File: config.mk
export PLATFORM = sky130hd
export DESIGN_NAME = pipe_ctrl
export DESIGN_NICKNAME = d
export VERILOG_FILES = /design/src/rtl/pipe_ctrl_pkg.sv /design/src/rtl/pipe_ctrl_perf_counter.sv /design/src/rtl/pipe_ctrl.sv
export SDC_FILE = /design/constraint.sdc
export NUM_CORES = 1
export LEC_CHECK = 0
export CORE_MARGIN = 2
export CORE_UTILIZATION = 40
export DETAILED_ROUTE_END_ITERATION = 7
export PLACE_DENSITY = 0.76
export SETUP_SLACK_MARGIN = 0.1
export SYNTH_ARGS = -nofsm -noshare
export SYNTH_HDL_FRONTEND = slang
export SYNTH_SLANG_ARGS = --single-unit
export TNS_END_PERCENT = 20
File: constraint.sdc
create_clock -name clk -period 3.3 [get_ports clk]
set_clock_uncertainty 0.2 [all_clocks]
set_input_delay 0.495 -clock clk [delete_from_list [all_inputs] [get_ports clk]]
set_output_delay 0.495 -clock clk [all_outputs]
set_load 0.01 [all_outputs]
File: src/rtl/pipe_ctrl_pkg.sv
// Shared definitions for the pipeline control unit.
// Stage names and the control bundle seen by the datapath.
package pipe_ctrl_pkg;

  localparam int PIPE_NSTAGE = 5;

  typedef enum logic [2:0] {
    STG_IF,
    STG_ID,
    STG_EX,
    STG_MEM,
    STG_WB
  } stage_idx_t;

  typedef struct packed {
    logic [PIPE_NSTAGE-1:0] valid;
    logic [PIPE_NSTAGE-1:0] load_en;
    logic [PIPE_NSTAGE-1:0] fire;
    logic [PIPE_NSTAGE-1:0] kill;
  } pipe_ctrl_t;

endpackage

File: src/rtl/pipe_ctrl_perf_counter.sv
// Wrapping event counter for pipeline statistics.
// Clears on synchronous active-low reset.
module perf_counter #(
  parameter int CNT_W = 64
) (
  input  logic             clk,
  input  logic             rst,
  input  logic             inc,
  output logic [CNT_W-1:0] count
);

  logic [CNT_W-1:0] r_cnt;

  // count one per cycle with inc high, wrap naturally
  always_ff @(posedge clk) begin
    if (!rst) begin
      r_cnt <= '0;
    end else if (inc) begin
      r_cnt <= r_cnt + 1'b1;
    end
  end

  assign count = r_cnt;

endmodule

File: src/rtl/pipe_ctrl.sv
// Elastic per-stage valid/fire control for the in-order pipe.
// Control outputs are combinational from inputs and valid bits.
module pipe_ctrl
  import pipe_ctrl_pkg::*;
#(
  parameter int NSTAGE = PIPE_NSTAGE,
  parameter int CNT_W  = 64
) (
  input  logic              clk,
  input  logic              rst,
  input  logic              in_valid,
  output logic              in_ready,
  input  logic [NSTAGE-1:0] stage_busy,
  input  logic [NSTAGE-1:0] hold_req,
  input  logic [NSTAGE-1:0] flush_req,
  output logic [NSTAGE-1:0] stage_valid,
  output logic [NSTAGE-1:0] load_en,
  output logic [NSTAGE-1:0] fire,
  output logic [NSTAGE-1:0] kill,
  output logic [CNT_W-1:0]  retire_cnt,
  output logic [CNT_W-1:0]  stall_cnt,
  output logic [CNT_W-1:0]  flush_cnt
);

  localparam int FK_W = $clog2(NSTAGE);

  logic [NSTAGE-1:0] r_v;
  logic [NSTAGE-1:0] w_done;
  logic [NSTAGE-1:0] w_fire;
  logic [NSTAGE-1:0] w_ready;
  logic [NSTAGE-1:0] w_kill;
  logic [NSTAGE-1:0] w_load;
  logic [FK_W-1:0]   w_fk;
  logic              w_flush_act;
  logic              w_stall_inc;

  // completion and fire chain, oldest stage first
  always_comb begin
    w_done = r_v & ~stage_busy & ~hold_req;
    w_fire = '0;
    w_fire[NSTAGE-1] = w_done[NSTAGE-1];
    for (int i = NSTAGE - 2; i >= 0; i--) begin
      w_fire[i] = w_done[i] & (~r_v[i+1] | w_fire[i+1]);
    end
    w_ready = ~r_v | w_fire;
  end

  // pick the oldest valid stage requesting a flush
  always_comb begin
    w_fk = '0;
    w_flush_act = 1'b0;
    for (int i = 0; i < NSTAGE; i++) begin
      if (flush_req[i] && r_v[i]) begin
        w_fk = FK_W'(i);
        w_flush_act = 1'b1;
      end
    end
  end

  // younger stages die; nothing loads at or behind the flusher
  always_comb begin
    w_kill = '0;
    w_load = '0;
    w_load[0] = in_valid & w_ready[0] & ~w_flush_act;
    for (int j = 0; j < NSTAGE; j++) begin
      w_kill[j] = w_flush_act && (j < int'(w_fk));
    end
    for (int j = 1; j < NSTAGE; j++) begin
      w_load[j] = w_fire[j-1] &
                  ~(w_flush_act && (j <= int'(w_fk)));
    end
  end

  assign in_ready    = rst & w_ready[0] & ~w_flush_act;
  assign load_en     = {NSTAGE{rst}} & w_load;
  assign fire        = {NSTAGE{rst}} & w_fire;
  assign kill        = {NSTAGE{rst}} & w_kill;
  assign stage_valid = r_v;

  // valid bits: kill beats load beats fire beats hold
  always_ff @(posedge clk) begin
    if (!rst) begin
      r_v <= '0;
    end else begin
      r_v <= ~w_kill & (w_load | (r_v & ~w_fire));
    end
  end

  assign w_stall_inc = (|r_v) & ~fire[NSTAGE-1];

  perf_counter #(.CNT_W(CNT_W)) u_retire (
    .clk   (clk),
    .rst   (rst),
    .inc   (fire[NSTAGE-1]),
    .count (retire_cnt)
  );

  perf_counter #(.CNT_W(CNT_W)) u_stall (
    .clk   (clk),
    .rst   (rst),
    .inc   (w_stall_inc),
    .count (stall_cnt)
  );

  perf_counter #(.CNT_W(CNT_W)) u_flush (
    .clk   (clk),
    .rst   (rst),
    .inc   (w_flush_act),
    .count (flush_cnt)
  );

endmodule

# --- Word level (Yosys, flattened, before mapping) ---
# Index checks and enable logic that the tools add are counted.
op_classes:
  n_addsub: 3
  mux: 9
  n_reduce_logical: 15
  bitwise: 41
  magnitude_cmp: 9
op_table:
  columns: ["cell", "count"]
  rows:
  - ["$add A64 B1 Y64 const B", 3]
  - ["$and A5 B5 Y5", 7]
  - ["$not A5 Y5", 4]
  - ["$logic_and A1 B1 Y1", 14]
  - ["$and A1 B1 Y1", 13]
  - ["$not A1 Y1", 11]
  - ["$mux W3", 3]
  - ["$le A2 B3 Y1 const A", 2]
  - ["$lt A1 B3 Y1 const A", 2]
  - ["$lt A2 B3 Y1 const A", 2]
  - ["$mux W1", 6]
  - ["$or A1 B1 Y1", 5]
  - ["$or A5 B5 Y5", 1]
  - ["$reduce_or A5 Y1", 1]
  - ["$le A1 B3 Y1 const A", 1]
  - ["$le A3 B3 Y1 const A", 1]
  - ["$lt A3 B3 Y1 const A", 1]
totals:
  wordCells: 81
  out_inout_bits: 213
  in_bits: 18
  reg_bits: 197

# --- Longest topological paths before layout ---
depth:
  depth_word: 16
  mapped_depth: 9
  depth_no_buf: 6

# --- Hierarchy ---
# A second synthesis with hierarchy kept.
unflattened:
  cells_unflattened: 1140
  hier_area_um2: 9850.7
modules_own_cells:
  columns: ["mod", "n_inst", "cells_per_inst", "area_per_inst_um2"]
  rows:
  - ["perf_counter", 3, 357, 3129.3]
  - ["pipe_ctrl", 1, 69, 462.9]

# --- Worst setup path before layout ---
# OpenSTA, ideal clock, no wires.
synth_timing:
  path_kind: "input-to-output"
  from: "input flush_req[2]"
  to: "output load_en[0]"
  path_stages: 4
  t_arrival_ps: 1861
  slack_ps: 744
  path_cell_list: "a222oi_1 > and3_1 > nand2_1 > a211oi_1"
synth_via:
  elab_chain_len: 7
synth_rtl:
  columns: ["item", "line", "source"]
  rows:
  - ["start, declared", "pipe_ctrl.sv:15", "input logic [NSTAGE-1:0] flush_req,"]
  - ["$logic_and A1 B1 Y1", "pipe_ctrl.sv:53", "if (flush_req[i] && r_v[i]) begin"]
  - ["$mux W1 (3 in series)", "pipe_ctrl.sv:53", null]
  - ["$not A1 Y1", "pipe_ctrl.sv:64", "w_load[0] = in_valid & w_ready[0] & ~w_flush_act;"]
  - ["$and A1 B1 Y1", "pipe_ctrl.sv:64", null]
  - ["$and A5 B5 Y5", "pipe_ctrl.sv:75", "assign load_en = {NSTAGE{rst}} & w_load;"]
  - ["end, declared", "pipe_ctrl.sv:17", "output logic [NSTAGE-1:0] load_en,"]
# Every way passes these cells.

# --- Final worst setup path ---
layout_timing:
  from: "input stage_busy[4]"
  to: "output load_en[2]"
layout_via:
  elab_chain_len: 11
layout_rtl:
  columns: ["item", "line", "source"]
  rows:
  - ["start, declared", "pipe_ctrl.sv:13", "input logic [NSTAGE-1:0] stage_busy,"]
  - ["$not A5 Y5", "pipe_ctrl.sv:39", "w_done = r_v & ~stage_busy & ~hold_req;"]
  - ["$and A5 B5 Y5 (2 in series)", "pipe_ctrl.sv:39", null]
  - ["$or A1 B1 Y1", "pipe_ctrl.sv:43", "w_fire[i] = w_done[i] & (~r_v[i+1] | w_fire[i+1]);"]
  - ["$and A1 B1 Y1", "pipe_ctrl.sv:43", null]
  - ["$or A1 B1 Y1", "pipe_ctrl.sv:43", null]
  - ["$and A1 B1 Y1", "pipe_ctrl.sv:43", null]
  - ["$or A1 B1 Y1", "pipe_ctrl.sv:43", null]
  - ["$and A1 B1 Y1", "pipe_ctrl.sv:43", null]
  - ["$and A1 B1 Y1", "pipe_ctrl.sv:69", "w_load[j] = w_fire[j-1] &"]
  - ["$and A5 B5 Y5", "pipe_ctrl.sv:75", null]
# Every way passes these cells.

==> out/metrics.yaml <==
outcome: "completed"
start_kind: "primary input"
syn_nets: 1200
grt-ovfl-total: 0
pin_count: 231
hold_viol: 0
placed_cells: 1706
reg2reg_to: "u_stall.count[59]"
peakVddDrop_v: 0.000247
rows: 57
tightest_slew_ns: 0.971
synth_top_area_frac: 0.405
criticalPathCategory: "primary input to output pin"
ant_nets: 0
hp-start: "u_stall.count[63]"
insertedDiodeCount: 0
clk_pin_slew_worst_paths_ns: 0.07
cts_buffer_depth: 2
cts-htree-levels: 4
slowest_delay_ns: 0.55
crit_buf_inv: 2
drt_iter0_markers: 721
finalCritPeriodShare: 0.960
die_area_um2: 25600
cts_root_buf: "clkbuf_16"
timing.rr.start: "u_stall.count[20]"
synth.avg_cell_area_um2: 8.26
yosys_most_used_dff: "dfxtp_1"
yosysWarningCount: 0
power_mw: 4.62
grt_max_degree: 89
viasPerCell: 5.71
async_flop_share: 0
hold_path_class: "flop to flop"
grtUsageTotal: 0.208
max_cap_violations: 0
fin_hold_ws_ns: 0.278
cp_top_family: "buffers and inverters"
leakagePower_nw: 4.07
r2r_slack_ns: 0.53
hpwl_um: 19600
yosysUniqueCellTypes: 49
place_ws_ns: -0.0362
ys_ff_latch: 197
cp-end-kind: "output pin"
maxSlewViolCount: 0
powerDensity_nw_per_um2: 354
nFillCells: 2255
grt_pass1_vias: 8814
nets: 1423
synth.largest_area_cell: "dfxtp_1"
area_growth_pct: 33.8
fin_crit_ns: 3.17
rr_worst_depth: 6
portBuffers: 229
cts_sinks: 197
fp.dieW_um: 160
holdPathStages: 2
rsz0062_at_grt: "yes"
synth_cells: 1179
routed_wl_um: 27900
syn-cell-area_um2: 9740
initial_core_util: 0.404
final_cell_area_um2: 13000
fmax_ghz: 0.316
multi_input_area_um2: 5390
clock_latency_ns: 0.44
arrival_ns: 2.47
fp.dieH_um: 160
setup_ws_ns: 0.132
dr.pass1.iters: 5
cts_tree: "built"
cp_cell_sequence: "clkdlybuf4s50_1, o21ai_1, a21boi_1, o31ai_2, and4_4, and2_1, clkdlybuf4s50_1"
relSlewSlack: 0.352
core-area_um2: 24100
cts_hold_buf: 0
required_ns: 2.60
placed_area_um2: 12400
drive_gt1_frac: 0.0608
cpMostUsedCell: "clkdlybuf4s50_1"
slowest_stage: "clkdlybuf4s50_1"
synth-seq-area-share: 0.405
regArea_um2: 3940
drc: 0
fin_cells: 1739
wl_per_cell_um: 16.0
cts_inserted_buffers: 17
antenna_found_initial: 0
synth_edf_count: 0
setup_viol: 0
hold_end: "u_stall.count[63]"
vias: 9934
gp_congestion: 0.838
worstPathMaxFanout: 2
grt_pass1_wl_um: 44600
yosys-top-cells-area: "dfxtp_1, or4_1, a21oi_1, nand2_1, nand4_1"
## per-stage QoR
step / util / setup TNS (ns)
floorplan: - / 0
global route: 0.541 / 0
CTS: 0.540 / 0
finish: 0.541 / 0
global placement: 0.516 / -0.0174
detailed placement: 0.516 / -0.0362
## worst max-delay path by stage
| stage | start | slack, ns | depth (start not counted) | to |
|---|---|---|---|---|
| 6_report | stage_busy[4] | 0.13 | 7 | load_en[2] |
| 5_1_grt | stage_busy[4] | 0.08 | 7 | load_en[2] |
| 4_1_cts | flush_req[2] | 0.08 | 6 | load_en[0] |
| 3_5_place_dp | stage_busy[4] | -0.04 | 7 | load_en[2] |
| 3_3_place_gp | stage_busy[4] | -0.02 | 7 | load_en[2] |
| 2_1_floorplan | flush_req[2] | 0.74 | 4 | load_en[0] |
## cells in the final DEF (no fill, tap or decap), drive strengths merged, types with 27 or more instances in the layout
cell / instances
nor4: 29
or4: 63
a21oi: 85
clkdlybuf4s50: 227
nor2: 97
buf: 44
dfxtp: 197
xor2: 44
inv: 34
nand3: 76
xnor2: 29
nand2: 111
nand4: 67
o21ai: 27
o31ai: 52
## worst register-to-register path: stages (launching register included)
cell and delay [ns]:
dfxtp_1 0.48, nand4_1 0.20, nor4_1 0.76, nand4_1 0.21, buf_4 0.28, o311ai_0 0.38, o41ai_1 0.14
## cells by family (layout without fill, tap and decap cells)
family	Yosys count	after routing	share of synthesized area
DFF	197	197	0.405
and+or+nand+nor	567	567	0.317
muxes	6	6	0.00617
buffers and inverters	96	332	0.0432
adders and majority gates	3	3	0.00385
xor gates and xnor gates	73	73	0.0656
AOI/OAI and AO/OA	236	236	0.159
other	1	1	0.000385
## metal layers
metal,part of all wire,wire (um),GRT usage,vias up
met5,0,0,0,-
met4,0.021,576,0.0713,0
met3,0.058,1620,0.0413,35
met2,0.46,13000,0.341,285
met1,0.46,12700,0.275,4757
li1,-,-,-,4857
## what timing repair did
item	4_1_cts	5_1_grt
setup buffers	0	1
pin swaps	1	1
resized for setup	5	1
endpoints found under the setup margin	3	3
## where the power goes
group | internal, mW | switching (mW)
Sequential | 2.38 | 0.00952
Combinational | 0.0616 | 0.0945
Clock | 1.07 | 1.01
Total | 3.51 | 1.11
## synthesized netlist by cell type (3+ instances only)
cell type,n
dfxtp_1,197
nand2_1,111
nor2_1,97
a21oi_1,85
nand3_1,76
nand4_1,65
or4_1,62
o31ai_1,52
clkbuf_1,46
xor2_1,44
xnor2_1,29
inv_1,28
nor4_1,28
or3_1,26
o21ai_0,25
and4_1,21
and2_1,20
and3_1,17
nand2b_1,16
o41ai_1,16
nor3_1,15
o311ai_0,14
o211ai_1,11
o21a_1,10
buf_2,9
o31a_1,7
mux2i_1,6
buf_1,5
buf_6,5
a211oi_1,4
buf_4,3
ha_1,3
nand4b_1,3
## sequential cells by signal (all words and copies together) (netlist names)
name            count
u_flush.count      64
u_retire.count     64
stage_valid         5
u_stall.count      64
## area by class of cell
type                       count  share of cell area
multi-input combinational    886               0.413
sequential                   197               0.302
timing repair buffer         272               0.201
clock buffer                  18              0.0329
tap                          324              0.0311
clock inverter                14              0.0108
inverter                      28             0.00825
Power figures use the tool's default switching activity.
